==> config.mk <==
export PLATFORM = sky130hd
export DESIGN_NAME = wb_stage_flat
export DESIGN_NICKNAME = d
export VERILOG_FILES = /design/src/rtl/wb_stage_pkg.sv /design/src/rtl/wb_stage_if.sv /design/src/rtl/wb_stage_cp0_regs.sv /design/src/rtl/wb_stage.sv /design/src/flat_wrapper.sv
export SDC_FILE = /design/constraint.sdc
export NUM_CORES = 1
export LEC_CHECK = 0
export BUFFER_PORTS_ARGS = -buffer_cell sky130_fd_sc_hd__buf_2
export CELL_PAD_IN_SITES_DETAIL_PLACEMENT = 0
export CELL_PAD_IN_SITES_GLOBAL_PLACEMENT = 2
export CORE_ASPECT_RATIO = 1.5
export CORE_MARGIN = 2
export CORE_UTILIZATION = 31
export CTS_BUF_LIST = sky130_fd_sc_hd__clkbuf_4 sky130_fd_sc_hd__clkbuf_8 sky130_fd_sc_hd__clkbuf_16
export CTS_CLUSTER_DIAMETER = 30
export CTS_CLUSTER_SIZE = 20
export DETAILED_ROUTE_END_ITERATION = 8
export PLACE_DENSITY_LB_ADDON = 0.15
export SYNTH_ARGS = -nofsm -noshare
export SYNTH_HDL_FRONTEND = slang
export SYNTH_SLANG_ARGS = --single-unit
export TNS_END_PERCENT = 30
==> constraint.sdc <==
create_clock -name clk -period 8.4 [get_ports clk]
set_input_delay 0.42 -clock clk [delete_from_list [all_inputs] [get_ports clk]]
set_output_delay 0.42 -clock clk [all_outputs]
set_load 0.01 [all_outputs]
==> src/rtl/wb_stage_pkg.sv <==
// Shared types and constants for the write-back stage and its CP0 block.
package wb_stage_pkg;

  localparam int          MS_TO_WS_BUS_WD = 124;
  localparam int          WS_TO_RF_BUS_WD = 38;
  localparam logic [31:0] EX_ENTRY        = 32'hBFC0_0380;
  localparam int          COUNT_DIV       = 2;

  localparam logic [4:0] CP0_BADVADDR = 5'd8;
  localparam logic [4:0] CP0_COUNT    = 5'd9;
  localparam logic [4:0] CP0_COMPARE  = 5'd11;
  localparam logic [4:0] CP0_STATUS   = 5'd12;
  localparam logic [4:0] CP0_CAUSE    = 5'd13;
  localparam logic [4:0] CP0_EPC      = 5'd14;

  localparam logic [4:0] EXC_INT  = 5'd0;
  localparam logic [4:0] EXC_ADEL = 5'd4;
  localparam logic [4:0] EXC_ADES = 5'd5;
  localparam logic [4:0] EXC_SYS  = 5'd8;
  localparam logic [4:0] EXC_BP   = 5'd9;
  localparam logic [4:0] EXC_RI   = 5'd10;
  localparam logic [4:0] EXC_OV   = 5'd12;

  typedef struct packed {
    logic        tlbp;
    logic        tlbr;
    logic        tlbwi;
    logic        tlbwr;
    logic [31:0] badvaddr;
    logic [4:0]  mfc0_rd;
    logic        ex;
    logic [4:0]  exc_code;
    logic        bd;
    logic        eret;
    logic [2:0]  sel;
    logic        mtc0;
    logic        mfc0;
    logic        gr_we;
    logic [4:0]  dest;
    logic [31:0] result;
    logic [31:0] pc;
  } ms_to_ws_t;

  function automatic logic is_addr_exc(input logic [4:0] code);
    return (code == EXC_ADEL) || (code == EXC_ADES);
  endfunction

endpackage

==> src/rtl/wb_stage_if.sv <==
// MEM -> WB handshake: valid/bus forward, allowin back.
interface wb_stage_if;
  import wb_stage_pkg::*;

  logic                       ms_to_ws_valid;
  logic [MS_TO_WS_BUS_WD-1:0] ms_to_ws_bus;
  logic                       ws_allowin;

  modport master (output ms_to_ws_valid, ms_to_ws_bus, input ws_allowin);
  modport slave  (input ms_to_ws_valid, ms_to_ws_bus, output ws_allowin);

endinterface

==> src/rtl/wb_stage_cp0_regs.sv <==
// CP0 register file: BadVAddr, Count/Compare timer, Status, Cause, EPC and read mux.
// Timer interrupt (Cause.TI / IP[7]) exists only when WB_TIMER_INT_EN is defined.
module wb_stage_cp0_regs #(
  parameter int COUNT_DIV = wb_stage_pkg::COUNT_DIV
) (
  input  logic        clk,
  input  logic        reset,
  input  logic [5:0]  ext_int_in,
  input  logic        ex_we,
  input  logic [4:0]  ex_code,
  input  logic        ex_bd,
  input  logic [31:0] ex_pc,
  input  logic [31:0] ex_badvaddr,
  input  logic        eret_we,
  input  logic        mtc0_we,
  input  logic [4:0]  addr,
  input  logic [2:0]  sel,
  input  logic [31:0] wdata,
  output logic [31:0] rdata,
  output logic [31:0] epc,
  output logic        int_pend
);
  import wb_stage_pkg::*;

  localparam int              DIV_W    = (COUNT_DIV > 1) ? $clog2(COUNT_DIV) : 1;
  localparam logic [DIV_W-1:0] DIV_LOAD = DIV_W'(COUNT_DIV - 1);

  logic [31:0]      badvaddr_q, count_q, compare_q, epc_q;
  logic [7:0]       status_im;
  logic             status_exl, status_ie;
  logic             cause_bd;
  logic [5:0]       cause_ip_hw;
  logic [1:0]       cause_ip_sw;
  logic [4:0]       cause_exc;
  logic [DIV_W-1:0] div_q;
  logic             ti;
  logic             sel0, count_tick;
  logic             wr_count, wr_compare, wr_status, wr_cause, wr_epc;
  logic [31:0]      count_next, compare_next;
  logic [31:0]      status_rd, cause_rd;
  logic             ext_int_unused;

  assign ext_int_unused = ext_int_in[5];

  assign sel0       = (sel == 3'd0);
  assign wr_count   = mtc0_we && sel0 && (addr == CP0_COUNT);
  assign wr_compare = mtc0_we && sel0 && (addr == CP0_COMPARE);
  assign wr_status  = mtc0_we && sel0 && (addr == CP0_STATUS);
  assign wr_cause   = mtc0_we && sel0 && (addr == CP0_CAUSE);
  assign wr_epc     = mtc0_we && sel0 && (addr == CP0_EPC);

  // Divider counts down; Count steps on terminal count, a Count write restarts the phase.
  assign count_tick = (div_q == '0);

  always_comb begin
    count_next = count_q;
    if (wr_count)        count_next = wdata;
    else if (count_tick) count_next = count_q + 32'd1;
  end

  assign compare_next = wr_compare ? wdata : compare_q;

  always_ff @(posedge clk or posedge reset) begin
    if (reset) begin
      count_q   <= '0;
      div_q     <= DIV_LOAD;
      compare_q <= '0;
    end else begin
      count_q <= count_next;
      div_q   <= (wr_count || count_tick) ? DIV_LOAD : div_q - DIV_W'(1);
      if (wr_compare) compare_q <= wdata;
    end
  end

`ifdef WB_TIMER_INT_EN
  logic ti_q;

  // Compare against the post-update values so a match on a new Compare wins over its clear.
  always_ff @(posedge clk or posedge reset) begin
    if (reset) begin
      ti_q <= 1'b0;
    end else if ((count_tick || wr_count || wr_compare) && (count_next == compare_next)) begin
      ti_q <= 1'b1;
    end else if (wr_compare) begin
      ti_q <= 1'b0;
    end
  end

  assign ti = ti_q;
`else
  assign ti = 1'b0;
`endif

  always_ff @(posedge clk or posedge reset) begin
    if (reset) begin
      badvaddr_q  <= '0;
      epc_q       <= '0;
      status_im   <= '0;
      status_exl  <= 1'b0;
      status_ie   <= 1'b0;
      cause_bd    <= 1'b0;
      cause_ip_hw <= '0;
      cause_ip_sw <= '0;
      cause_exc   <= '0;
    end else begin
      cause_ip_hw <= {ti, ext_int_in[4:0]};
      if (ex_we) begin
        status_exl <= 1'b1;
        cause_exc  <= ex_code;
        if (!status_exl) begin
          epc_q    <= ex_bd ? ex_pc - 32'd4 : ex_pc;
          cause_bd <= ex_bd;
        end
        if (is_addr_exc(ex_code)) badvaddr_q <= ex_badvaddr;
      end else if (eret_we) begin
        status_exl <= 1'b0;
      end else if (mtc0_we) begin
        if (wr_status) begin
          status_im  <= wdata[15:8];
          status_exl <= wdata[1];
          status_ie  <= wdata[0];
        end
        if (wr_cause) cause_ip_sw <= wdata[9:8];
        if (wr_epc)   epc_q       <= wdata;
      end
    end
  end

  assign status_rd = {9'd0, 1'b1, 6'd0, status_im, 6'd0, status_exl, status_ie};
  assign cause_rd  = {cause_bd, ti, 14'd0, cause_ip_hw, cause_ip_sw, 1'b0, cause_exc, 2'b00};

  assign int_pend = status_ie && !status_exl && |({cause_ip_hw, cause_ip_sw} & status_im);
  assign epc      = epc_q;

  always_comb begin
    rdata = '0;
    if (sel0) begin
      case (addr)
        CP0_BADVADDR: rdata = badvaddr_q;
        CP0_COUNT:    rdata = count_q;
        CP0_COMPARE:  rdata = compare_q;
        CP0_STATUS:   rdata = status_rd;
        CP0_CAUSE:    rdata = cause_rd;
        CP0_EPC:      rdata = epc_q;
        default:      rdata = '0;
      endcase
    end
  end

endmodule

==> src/rtl/wb_stage.sv <==
// Write-back stage: pipeline register, RF commit, debug trace, exception/eret flush.
// Optional timer interrupt in the CP0 block is enabled by WB_TIMER_INT_EN.
module wb_stage #(
  parameter logic [31:0] EX_ENTRY  = wb_stage_pkg::EX_ENTRY,
  parameter int          COUNT_DIV = wb_stage_pkg::COUNT_DIV
) (
  input  logic                                    clk,
  input  logic                                    reset,
  wb_stage_if.slave                               ms_ws,
  input  logic [5:0]                              ext_int_in,
  output logic [wb_stage_pkg::WS_TO_RF_BUS_WD-1:0] ws_to_rf_bus,
  output logic [4:0]                              WB_dest,
  output logic [31:0]                             WB_result,
  output logic                                    ws_inst_mfc0,
  output logic                                    flush,
  output logic [31:0]                             flush_pc,
  output logic [31:0]                             debug_wb_pc,
  output logic [3:0]                              debug_wb_rf_wen,
  output logic [4:0]                              debug_wb_rf_wnum,
  output logic [31:0]                             debug_wb_rf_wdata
);
  import wb_stage_pkg::*;

  logic        ws_valid, ws_ready_go;
  ms_to_ws_t   ws_bus;
  logic        int_pend, take_ex, eret_go, mtc0_go, rf_we;
  logic [4:0]  ex_code;
  logic [31:0] cp0_rdata, epc, rf_wdata;
  logic        tlb_unused;

  assign ws_ready_go     = 1'b1;
  assign ms_ws.ws_allowin = !ws_valid || ws_ready_go;

  always_ff @(posedge clk or posedge reset) begin
    if (reset) begin
      ws_valid <= 1'b0;
    end else if (ms_ws.ws_allowin) begin
      ws_valid <= ms_ws.ms_to_ws_valid;
    end
  end

  always_ff @(posedge clk or posedge reset) begin
    if (reset) begin
      ws_bus <= '0;
    end else if (ms_ws.ms_to_ws_valid && ms_ws.ws_allowin) begin
      ws_bus <= ms_to_ws_t'(ms_ws.ms_to_ws_bus);
    end
  end

  // TLB request bits ride along for a future TLB unit.
  assign tlb_unused = ^{ws_bus.tlbp, ws_bus.tlbr, ws_bus.tlbwi, ws_bus.tlbwr};

  // A pending interrupt turns the WB instruction into an exception; its own ex code wins.
  assign take_ex = ws_valid && (ws_bus.ex || int_pend);
  assign ex_code = ws_bus.ex ? ws_bus.exc_code : EXC_INT;
  assign eret_go = ws_valid && ws_bus.eret && !take_ex;
  assign mtc0_go = ws_valid && ws_bus.mtc0 && !take_ex;

  wb_stage_cp0_regs #(.COUNT_DIV(COUNT_DIV)) u_cp0 (
    .clk         (clk),
    .reset       (reset),
    .ext_int_in  (ext_int_in),
    .ex_we       (take_ex),
    .ex_code     (ex_code),
    .ex_bd       (ws_bus.bd),
    .ex_pc       (ws_bus.pc),
    .ex_badvaddr (ws_bus.badvaddr),
    .eret_we     (eret_go),
    .mtc0_we     (mtc0_go),
    .addr        (ws_bus.mfc0_rd),
    .sel         (ws_bus.sel),
    .wdata       (ws_bus.result),
    .rdata       (cp0_rdata),
    .epc         (epc),
    .int_pend    (int_pend)
  );

  assign rf_we    = ws_valid && ws_bus.gr_we && !take_ex;
  assign rf_wdata = ws_bus.mfc0 ? cp0_rdata : ws_bus.result;

  assign ws_to_rf_bus = {rf_we, ws_bus.dest, rf_wdata};
  assign WB_dest      = ws_valid ? ws_bus.dest : 5'd0;
  assign WB_result    = rf_wdata;
  assign ws_inst_mfc0 = ws_valid && ws_bus.mfc0;

  assign flush    = take_ex || eret_go;
  assign flush_pc = take_ex ? EX_ENTRY : epc;

  assign debug_wb_pc       = ws_bus.pc;
  assign debug_wb_rf_wen   = {4{rf_we}};
  assign debug_wb_rf_wnum  = ws_bus.dest;
  assign debug_wb_rf_wdata = rf_wdata;

endmodule

==> src/flat_wrapper.sv <==
// flat-port wrapper written by rule: the top's interface ports become plain ports
module wb_stage_flat import wb_stage_pkg::*;
#(
  parameter logic [31:0] EX_ENTRY  = wb_stage_pkg::EX_ENTRY,
  parameter int          COUNT_DIV = wb_stage_pkg::COUNT_DIV
)
  (clk, reset, ext_int_in, ws_to_rf_bus, WB_dest, WB_result, ws_inst_mfc0, flush, flush_pc, debug_wb_pc, debug_wb_rf_wen, debug_wb_rf_wnum, debug_wb_rf_wdata, ms_ws_ms_to_ws_valid, ms_ws_ms_to_ws_bus, ms_ws_ws_allowin);
  wb_stage_if ms_ws_i ();
  input  logic clk;
  input  logic reset;
  input  logic [5:0] ext_int_in;
  output logic [wb_stage_pkg::WS_TO_RF_BUS_WD-1:0] ws_to_rf_bus;
  output logic [4:0] WB_dest;
  output logic [31:0] WB_result;
  output logic ws_inst_mfc0;
  output logic flush;
  output logic [31:0] flush_pc;
  output logic [31:0] debug_wb_pc;
  output logic [3:0] debug_wb_rf_wen;
  output logic [4:0] debug_wb_rf_wnum;
  output logic [31:0] debug_wb_rf_wdata;
  input wire logic [$bits(ms_ws_i.ms_to_ws_valid)-1:0] ms_ws_ms_to_ws_valid;
  input wire logic [$bits(ms_ws_i.ms_to_ws_bus)-1:0] ms_ws_ms_to_ws_bus;
  output wire logic [$bits(ms_ws_i.ws_allowin)-1:0] ms_ws_ws_allowin;
  assign ms_ws_i.ms_to_ws_valid = ms_ws_ms_to_ws_valid;
  assign ms_ws_i.ms_to_ws_bus = ms_ws_ms_to_ws_bus;
  assign ms_ws_ws_allowin = ms_ws_i.ws_allowin;
  wb_stage #(.EX_ENTRY(EX_ENTRY), .COUNT_DIV(COUNT_DIV)) u_core (.clk(clk), .reset(reset), .ms_ws(ms_ws_i), .ext_int_in(ext_int_in), .ws_to_rf_bus(ws_to_rf_bus), .WB_dest(WB_dest), .WB_result(WB_result), .ws_inst_mfc0(ws_inst_mfc0), .flush(flush), .flush_pc(flush_pc), .debug_wb_pc(debug_wb_pc), .debug_wb_rf_wen(debug_wb_rf_wen), .debug_wb_rf_wnum(debug_wb_rf_wnum), .debug_wb_rf_wdata(debug_wb_rf_wdata));
endmodule
==> reports/results.ini, run 1 <==
[power]
p_int_uw = 3800
p_per_area_nw_per_um2 = 289
netSwitchingFraction_pct = 26.0
p_leak_uw = 0.00829
p_total_uw = 5140
p_comb_share_pct = 12.2
seqPwrFrac_pct = 32.5
p_sw_uw = 1340
ir_drop_mv = 0.126
clkPwrFrac_pct = 55.3

[timing]
setup_viol = 0
fin_crit_sh_pct = 49.7
fin_tns_setup_ns = 0
timing.hold.ws_ns = 0.0628
setup_ws_ns = 4.23
hold_viol_final = 0
worst_pin_slew_ns = 1.07
drv_slew = 0
min_period_ns = 4.17
slew_headroom_pct = 28.0
max_freq_mhz = 240
rsz0062_at_grt = false
clock_skew_ns = 0.0229

[placed_design]
io_buffers = 309
post-place-ws_ns = 4.56
gp_congestion = 0.771
place_area_um2 = 15200
hpwl_um = 31700

[worst_setup_path]
startpoint_type = flip-flop
path_class = reg -> out
r2r_setup_slack_ns = 4.64
cp.arrival_ns = 3.75
worstSetupEndpointType = primary output
critPathMaxFanout = 35
cp_data_required_time_ns = 7.98

[cells_and_area]
final_common_cell = buf_2
design_area_um2 = 17800
final_cell_mix = 308 x buf_2, 271 x dfrtp_1, 160 x mux2_2, 116 x nand2_1, 72 x clkbuf_16
drive_above_1_share_pct = 43.2
syn2layout_area_growth_pct = 28.0
fill_cells = 4429
final_nets = 1631

[yosys]
ys_seq_elements = 273
ys_warn_count = 0
synth_edf_count = 0
synthCells = 1275
ys_types = 57
ys_seq_area_share_pct = 49.3
syn_avg_cell_area_um2 = 10.9
synth_area_um2 = 13900
async_reset_ff_share_pct = 100
synthFlopType = dfrtp_1
syn_nets = 1410

[global_route]
grt_max_degree = 104
overflow = 0
grt.total_usage_pct = 20.0
grt_pass1_vias = 11000
grt_pass1_wl_um = 69500
grt_antenna_before_repair = 4

[detailed_routing]
postRouteAntennaNets = 0
routed-via-count = 10500
first_iter_violations = 548
routed_wl_um = 46300
viasPerCell = 4.93
drtPass1Iterations = 5
drc_errors = 0
avgRoutedWirePerCell_um = 21.8

[clock_tree]
htree_levels = 3
clockRootBuffer = clkbuf_16
clockBufferDepth = 3
cts_resized = 0
cts_buffers = 69
cts_tree = built
clkTransAtPathRegs_ns = 0.05
clock_latency_ns = 0.57
cts.sinks = 273

[floorplanning]
start_util_pct = 31.5
core-area_um2 = 44000
dieArea_um2 = 46500
pin_count = 316
die_w_um = 177
die_h_um = 263
rows = 94

[min_path]
hold_path.class = in -> reg

[status]
status = finished clean

[flow_run]
maxCapViolCount = 0

-- final timing paths --
kind                                      startpoint  cells after the start                          end
min                           ms_ws_ms_to_ws_bus[46]                      3            u_core.ws_bus[46]
max                                u_core.ws_bus[70]                      6             ws_to_rf_bus[31]
min in group asynchronous                      reset                      3           u_core.ws_bus[117]
max reg2reg                u_core.u_cp0.status_im[0]                      8         u_core.u_cp0.epc[24]
max in group asynchronous                      reset                      4       u_core.debug_wb_pc[22]
min reg2reg                       u_core.ws_bus[111]                      1  u_core.u_cp0.badvaddr_q[23]
-- per-layer routing --
layer	routed length [µm]	vias up	GRT usage [%]
met4	1930	0	9.56
met1	18000	5246	22.9
li1	-	4852	-
met2	24200	306	35.6
met3	2120	89	3.71
met5	0	-	0
-- final cells by class --
type                    count  area [µm²]  share of cell area, %
flip-flops and latches    273        6830                   38.5
multi-input cells         772        5730                   32.3
clock buffers              92        2020                   11.4
repair buffers            339        1790                   10.1
well taps                 576         721                   4.06
clock inverters            34         490                   2.76
inverters                  41         161                  0.909
diodes                      1        2.50                 0.0141
-- critical path, stage by stage, from the launching register on --
cell,delay (ns)
dfrtp_2,0.98
nand2_1,0.60
a211o_1,0.62
buf_4,0.33
a21o_1,0.19
o21ai_0,0.21
buf_2,0.23
-- stage by stage --
step	utilization, %	instances
after floorplan	-	1275
after global placement	34.5	1995
after detailed placement	34.5	1995
after CTS	40.3	2127
after global routing	40.4	2128
final	40.4	2128
-- synth_stat cells, types with 2 or more instances --
cell      instances  share of area [%]
dfrtp_1         272                 49
mux2_2          160                 13
nand2_1         116                3.1
buf_4           115                6.2
o21ai_0          64                2.3
clkbuf_1         54                1.5
nor2_1           47                1.3
inv_1            41                1.1
xnor2_1          30                1.9
o21ai_2          28                1.8
xor2_1           28                1.8
and2_1           27                1.2
a21oi_1          25               0.90
a22oi_1          25                1.4
mux2i_1          23                1.7
a221oi_1         22                1.4
o22ai_1          22               0.99
nand2b_1         18               0.81
a22o_1           16                1.0
nor4_1           15               0.68
nor3_1           14               0.51
a222oi_1         11               0.79
buf_2            11               0.40
a21o_1           10               0.54
and3_1            8               0.36
buf_6             7               0.57
nand4_1           6               0.27
or4_1             6               0.32
a32o_1            5               0.36
nand3_1           4               0.14
nor2b_1           4               0.18
o21ai_1           4               0.14
or2_2             4               0.18
nand3b_1          3               0.16
or3_1             3               0.14
clkbuf_2          2              0.072
ha_1              2               0.18
mux2_1            2               0.16
nor3b_1           2               0.11
o31ai_1           2               0.11
-- power groups by stage --
stage	Combinational, µW	Sequential, µW	Clock [µW]
after floorplan	483	1610	0
after global placement	636	1690	0
after detailed placement	643	1690	0
after CTS	648	1670	2900
after global routing	698	1700	2980
final	629	1670	2840
-- cell families (layout without fill, tap and decap cells) --
kind of cell	after synthesis	after routing	share of synthesized area (%)
and+or+nand+nor	284	284	10.0
DFF	273	273	49.3
AOI/OAI and AO/OA	242	242	12.2
buffers and inverters	230	506	9.83
muxes	185	185	14.8
xor gates and xnor gates	58	58	3.66
adders and majority gates	2	2	0.180
other	1	2	0.0270
-- what timing repair did --
item                                   in CTS  in global routing
endpoints found under the hold margin      84                  0
hold buffers                                6                  0
setup buffers                               0                  0
-- sequential cells by signal (all words and copies together), names as in the netlist --
| signal | flops |
|---|---|
| u_core.u_cp0.status_im | 8 |
| u_core.u_cp0.cause_ip_sw | 2 |
| u_core.debug_wb_pc | 32 |
| u_core.u_cp0.cause_exc | 5 |
| u_core.u_cp0.epc | 32 |
| u_core.ws_valid | 1 |
| u_core.u_cp0.status_exl | 1 |
| u_core.u_cp0.cause_bd | 1 |
| u_core.u_cp0.cause_ip_hw | 5 |
| u_core.ws_bus | 83 |
| u_core.u_cp0.div_q | 1 |
| u_core.u_cp0.badvaddr_q | 32 |
| u_core.debug_wb_rf_wnum | 5 |
| u_core.u_cp0.compare_q | 32 |
| u_core.u_cp0.status_ie | 1 |
| u_core.u_cp0.count_q | 32 |
No activity file was read; power rests on OpenSTA's default activity.
==> inputs of run 2 (changes only) <==
ABC_AREA = 1   (was default)
clock period = 4 ns   (was 8.4 ns; I/O delays follow)
==> run 2 against run 1 <==
Sequential cell count unchanged; first-iteration DRC count increased by 53%; hold slack improved by 0.070 ns; register-to-register slack got worse by 3.3 ns; critical path depth increased by 1; clock power increased by 100%; via count increased by 32%; clock skew decreased by 0.0018 ns; sequential share of layout area decreased by 4.0 points; largest cell class unchanged; highest routed layer unchanged.
==> reports/results.ini, run 2 <==
[cells_and_area]
regArea_um2 = 6830  ; about the same
regMostFlops = u_core.ws_bus
final_common_cell = nand2_1
multi_input_area_um2 = 5880  ; +2.6%
final_nets = 2387  ; +46%
instances_no_fill = 2904  ; +36%
largest_reg_flops = 83  ; unchanged
syn2layout_area_growth_pct = 33.8
antenna_cells = 0  ; -1
design_area_um2 = 19800  ; +11%
fill_cells = 4953  ; +12%
drive_above_1_share_pct = 22.2  ; -21 points
final_cell_mix = 517 x nand2_1, 308 x buf_2, 272 x dfrtp_1, 241 x o21ai_0, 215 x inv_1

[worst_setup_path]
worst-path-buf-inv = 1  ; -1
worstSetupEndpointType = primary output
path_class = reg -> out
worstReg2RegEnd = u_core.u_cp0.count_q[28]
cp_data_required_time_ns = 3.80  ; -4.18 ns
crit_family = compound AO/OA/AOI/OAI gates
cpMaxStageDelayCell = o21ai_0
slowest_delay_ns = 0.45  ; -0.53 ns
critPathMaxFanout = 9  ; -74%
r2r_cells = 7  ; -1
path_cells = nor2_1 -> nand2_1 -> nand4_1 -> o21a_1 -> o21ai_0 -> o21ai_0 -> buf_2
startpoint_type = flip-flop
cpMostUsedCell = o21ai_0
r2r_setup_slack_ns = 1.34  ; -3.30 ns
reg2reg_from = u_core.ws_bus[85]
cp.arrival_ns = 3.13  ; -0.62 ns

[yosys]
synthFlopType = dfrtp_1
synth_edf_count = 0  ; unchanged
synthTopCellsByArea = dfrtp_1 46%, nand2_1 13%, o21ai_0 8.2%
ys_seq_elements = 273  ; unchanged
netlist.area_leader.share_pct = 46.1  ; -3.0 points
synth_common_cells = 517 x nand2_1, 272 x dfrtp_1, 241 x o21ai_0
ys_types = 45  ; -21%
ys_warn_count = 0  ; unchanged
yosysTopAreaCell = dfrtp_1
syn_nets = 2050  ; +45%
syn_avg_cell_area_um2 = 7.72  ; -29%
synthCells = 1915  ; +50%
synth_area_um2 = 14800  ; +6.6%
synth_most_common_cell = nand2_1
ys_seq_area_share_pct = 46.2  ; -3.0 points
async_reset_ff_share_pct = 100  ; unchanged

[floorplanning]
start_util_pct = 31.2  ; -0.30 points
core-area_um2 = 47300  ; +7.6%
rows = 98  ; +4.3%
die_w_um = 182  ; +3.2%
die_h_um = 271  ; +3.2%
pin_count = 316  ; unchanged
dieArea_um2 = 49500  ; +6.5%

[detailed_routing]
postRouteAntennaNets = 0  ; unchanged
avgRoutedWirePerCell_um = 20.2  ; -7.2%
viasPerCell = 4.76  ; -3.6%
drtPass1Iterations = 5  ; unchanged
first_iter_violations = 837  ; +53%
routed_wl_um = 58600  ; +27%
routed-via-count = 13800  ; +32%
drc_errors = 0  ; unchanged

[global_route]
grt.total_usage_pct = 23.5  ; +3.5 points
grt_antenna_before_repair = 1  ; -3
grt_pass1_wl_um = 85900  ; +24%
grt_pass1_vias = 13800  ; +25%
overflow = 0  ; unchanged
grt_max_degree = 124  ; +19%

[min_path]
hold_path.class = in -> reg
worstHoldStart = ms_ws_ms_to_ws_valid
whs_path_depth = 3  ; unchanged
min_to = u_core.ws_bus[113]

[timing]
rsz0062_at_grt = false
setup_viol = 0  ; unchanged
hold_viol_final = 0  ; unchanged
drv_slew = 0  ; unchanged
fin_tns_setup_ns = 0  ; unchanged
worst_pin_slew_ns = 1.15  ; +0.0725 ns
min_period_ns = 3.33
clock_skew_ns = 0.0211  ; -0.00180 ns
fin_crit_sh_pct = 83.3
max_freq_mhz = 300
slew_headroom_pct = 22.7  ; -5.2 points

[clock_tree]
cts_buffers = 70  ; +1.4%
cts_resized = 0  ; unchanged
cts_tree = built
clockRootBuffer = clkbuf_16
htree_levels = 3  ; unchanged
ctsHoldBuffers = 126  ; +120
cts.sinks = 273  ; unchanged
clockBufferDepth = 3  ; unchanged
clock_latency_ns = 0.57  ; about the same
clkTransAtPathRegs_ns = 0.05  ; about the same
postCtsSetupBuffers = 0  ; unchanged

[power]
p_per_area_nw_per_um2 = 562  ; +94%
p_leak_uw = 0.00970  ; +17%
ir_drop_mv = 0.269  ; +110%

[placed_design]
io_buffers = 309  ; unchanged
hpwl_um = 43400  ; +37%
placed_cells = 2654  ; +33%
place_area_um2 = 16100  ; +5.9%
gp_congestion = 0.890  ; +15%

[flow_run]
maxCapViolCount = 0  ; unchanged

[status]
status = finished clean

-- run 2: changes by cell type after synthesis, moves of 20 or more --
cell / change
and2_1: -26
a22oi_1: -21
buf_2: +21
a221oi_1: -22
mux2i_1: -23
clkbuf_1: -20
xnor2_1: -27
nand3_1: +80
o21ai_0: +177
nor2_1: +94
inv_1: +175
mux2_2: -139
nand2_1: +401
o21ai_2: -28
-- run 2: through the flow --
| stage | setup slack [ns] | total power, µW | utilization [%] | hold slack, ns |
|---|---|---|---|---|
| finish | 0.668 | 11100 | 41.8 | 0.132 |
| global route | 0.526 | 11600 | 41.8 | 0.211 |
| CTS | 0.652 | 11300 | 41.8 | 0.165 |
| detailed placement | 1.27 | 5270 | 34.0 | 0.313 |
| global placement | 1.31 | 5250 | 34.0 | 0.311 |
| floorplan | 0.191 | 4550 | - | 0.231 |
-- run 2: worst min-delay path: cells and delay by family --
family / cells / cell delay [ns]
buffers and inverters: 1 / 0.26
AOI/OAI and AO/OA: 1 / 0.07
and+or+nand+nor: 1 / 0.12
-- run 2: routing by layer --
| metal | up-vias | GRT usage [%] | part of all wire [%] |
|---|---|---|---|
| met5 | - | 0 | 0 |
| met4 | 0 | 11.2 | 4.4 |
| met3 | 109 | 3.88 | 4.8 |
| met2 | 432 | 41.8 | 51 |
| met1 | 6562 | 27.5 | 40 |
| li1 | 6706 | - | - |
-- run 2: power breakdown --
part	total, µW	switching [µW]	internal, µW	leakage, µW
Combinational	1750	1120	632	0.00506
Sequential	3550	359	3200	0.00343
Clock	5810	1730	4080	0.00121
Total	11100	3210	7910	0.00970
-- run 2: area by class of cell --
cell class / instances / share of cell area [%]
clock buffers: 93 / 10.4
clock inverters: 31 / 1.97
repair buffers: 456 / 15.3
inverters: 227 / 4.33
multi-input cells: 1224 / 29.7
flip-flops and latches: 273 / 34.5
well taps: 600 / 3.80
-- run 2: kinds of logic after synthesis --
family	after synthesis	share of synthesized area (%)
xor+xnor	37	2.19
mux	21	1.60
fa+ha+maj	2	0.169
simple gates	808	22.6
other cells	1	0.0254
buf+inv	418	14.0
flops	273	46.2
compound gates	355	13.2
-- run 2: worst max-delay path by stage --
stage | from | end | slack, ns | cells past startpoint
after CTS | u_core.ws_bus[83] | debug_wb_rf_wdata[5] | 0.65 | 8
after global routing | u_core.ws_bus[83] | WB_result[23] | 0.53 | 8
after floorplan | reset | u_core.debug_wb_pc[0] | 0.19 | 1
final | u_core.ws_bus[83] | ws_to_rf_bus[31] | 0.67 | 7
after global placement | u_core.ws_bus[83] | debug_wb_rf_wdata[5] | 1.31 | 8
after detailed placement | u_core.ws_bus[83] | debug_wb_rf_wdata[5] | 1.27 | 8
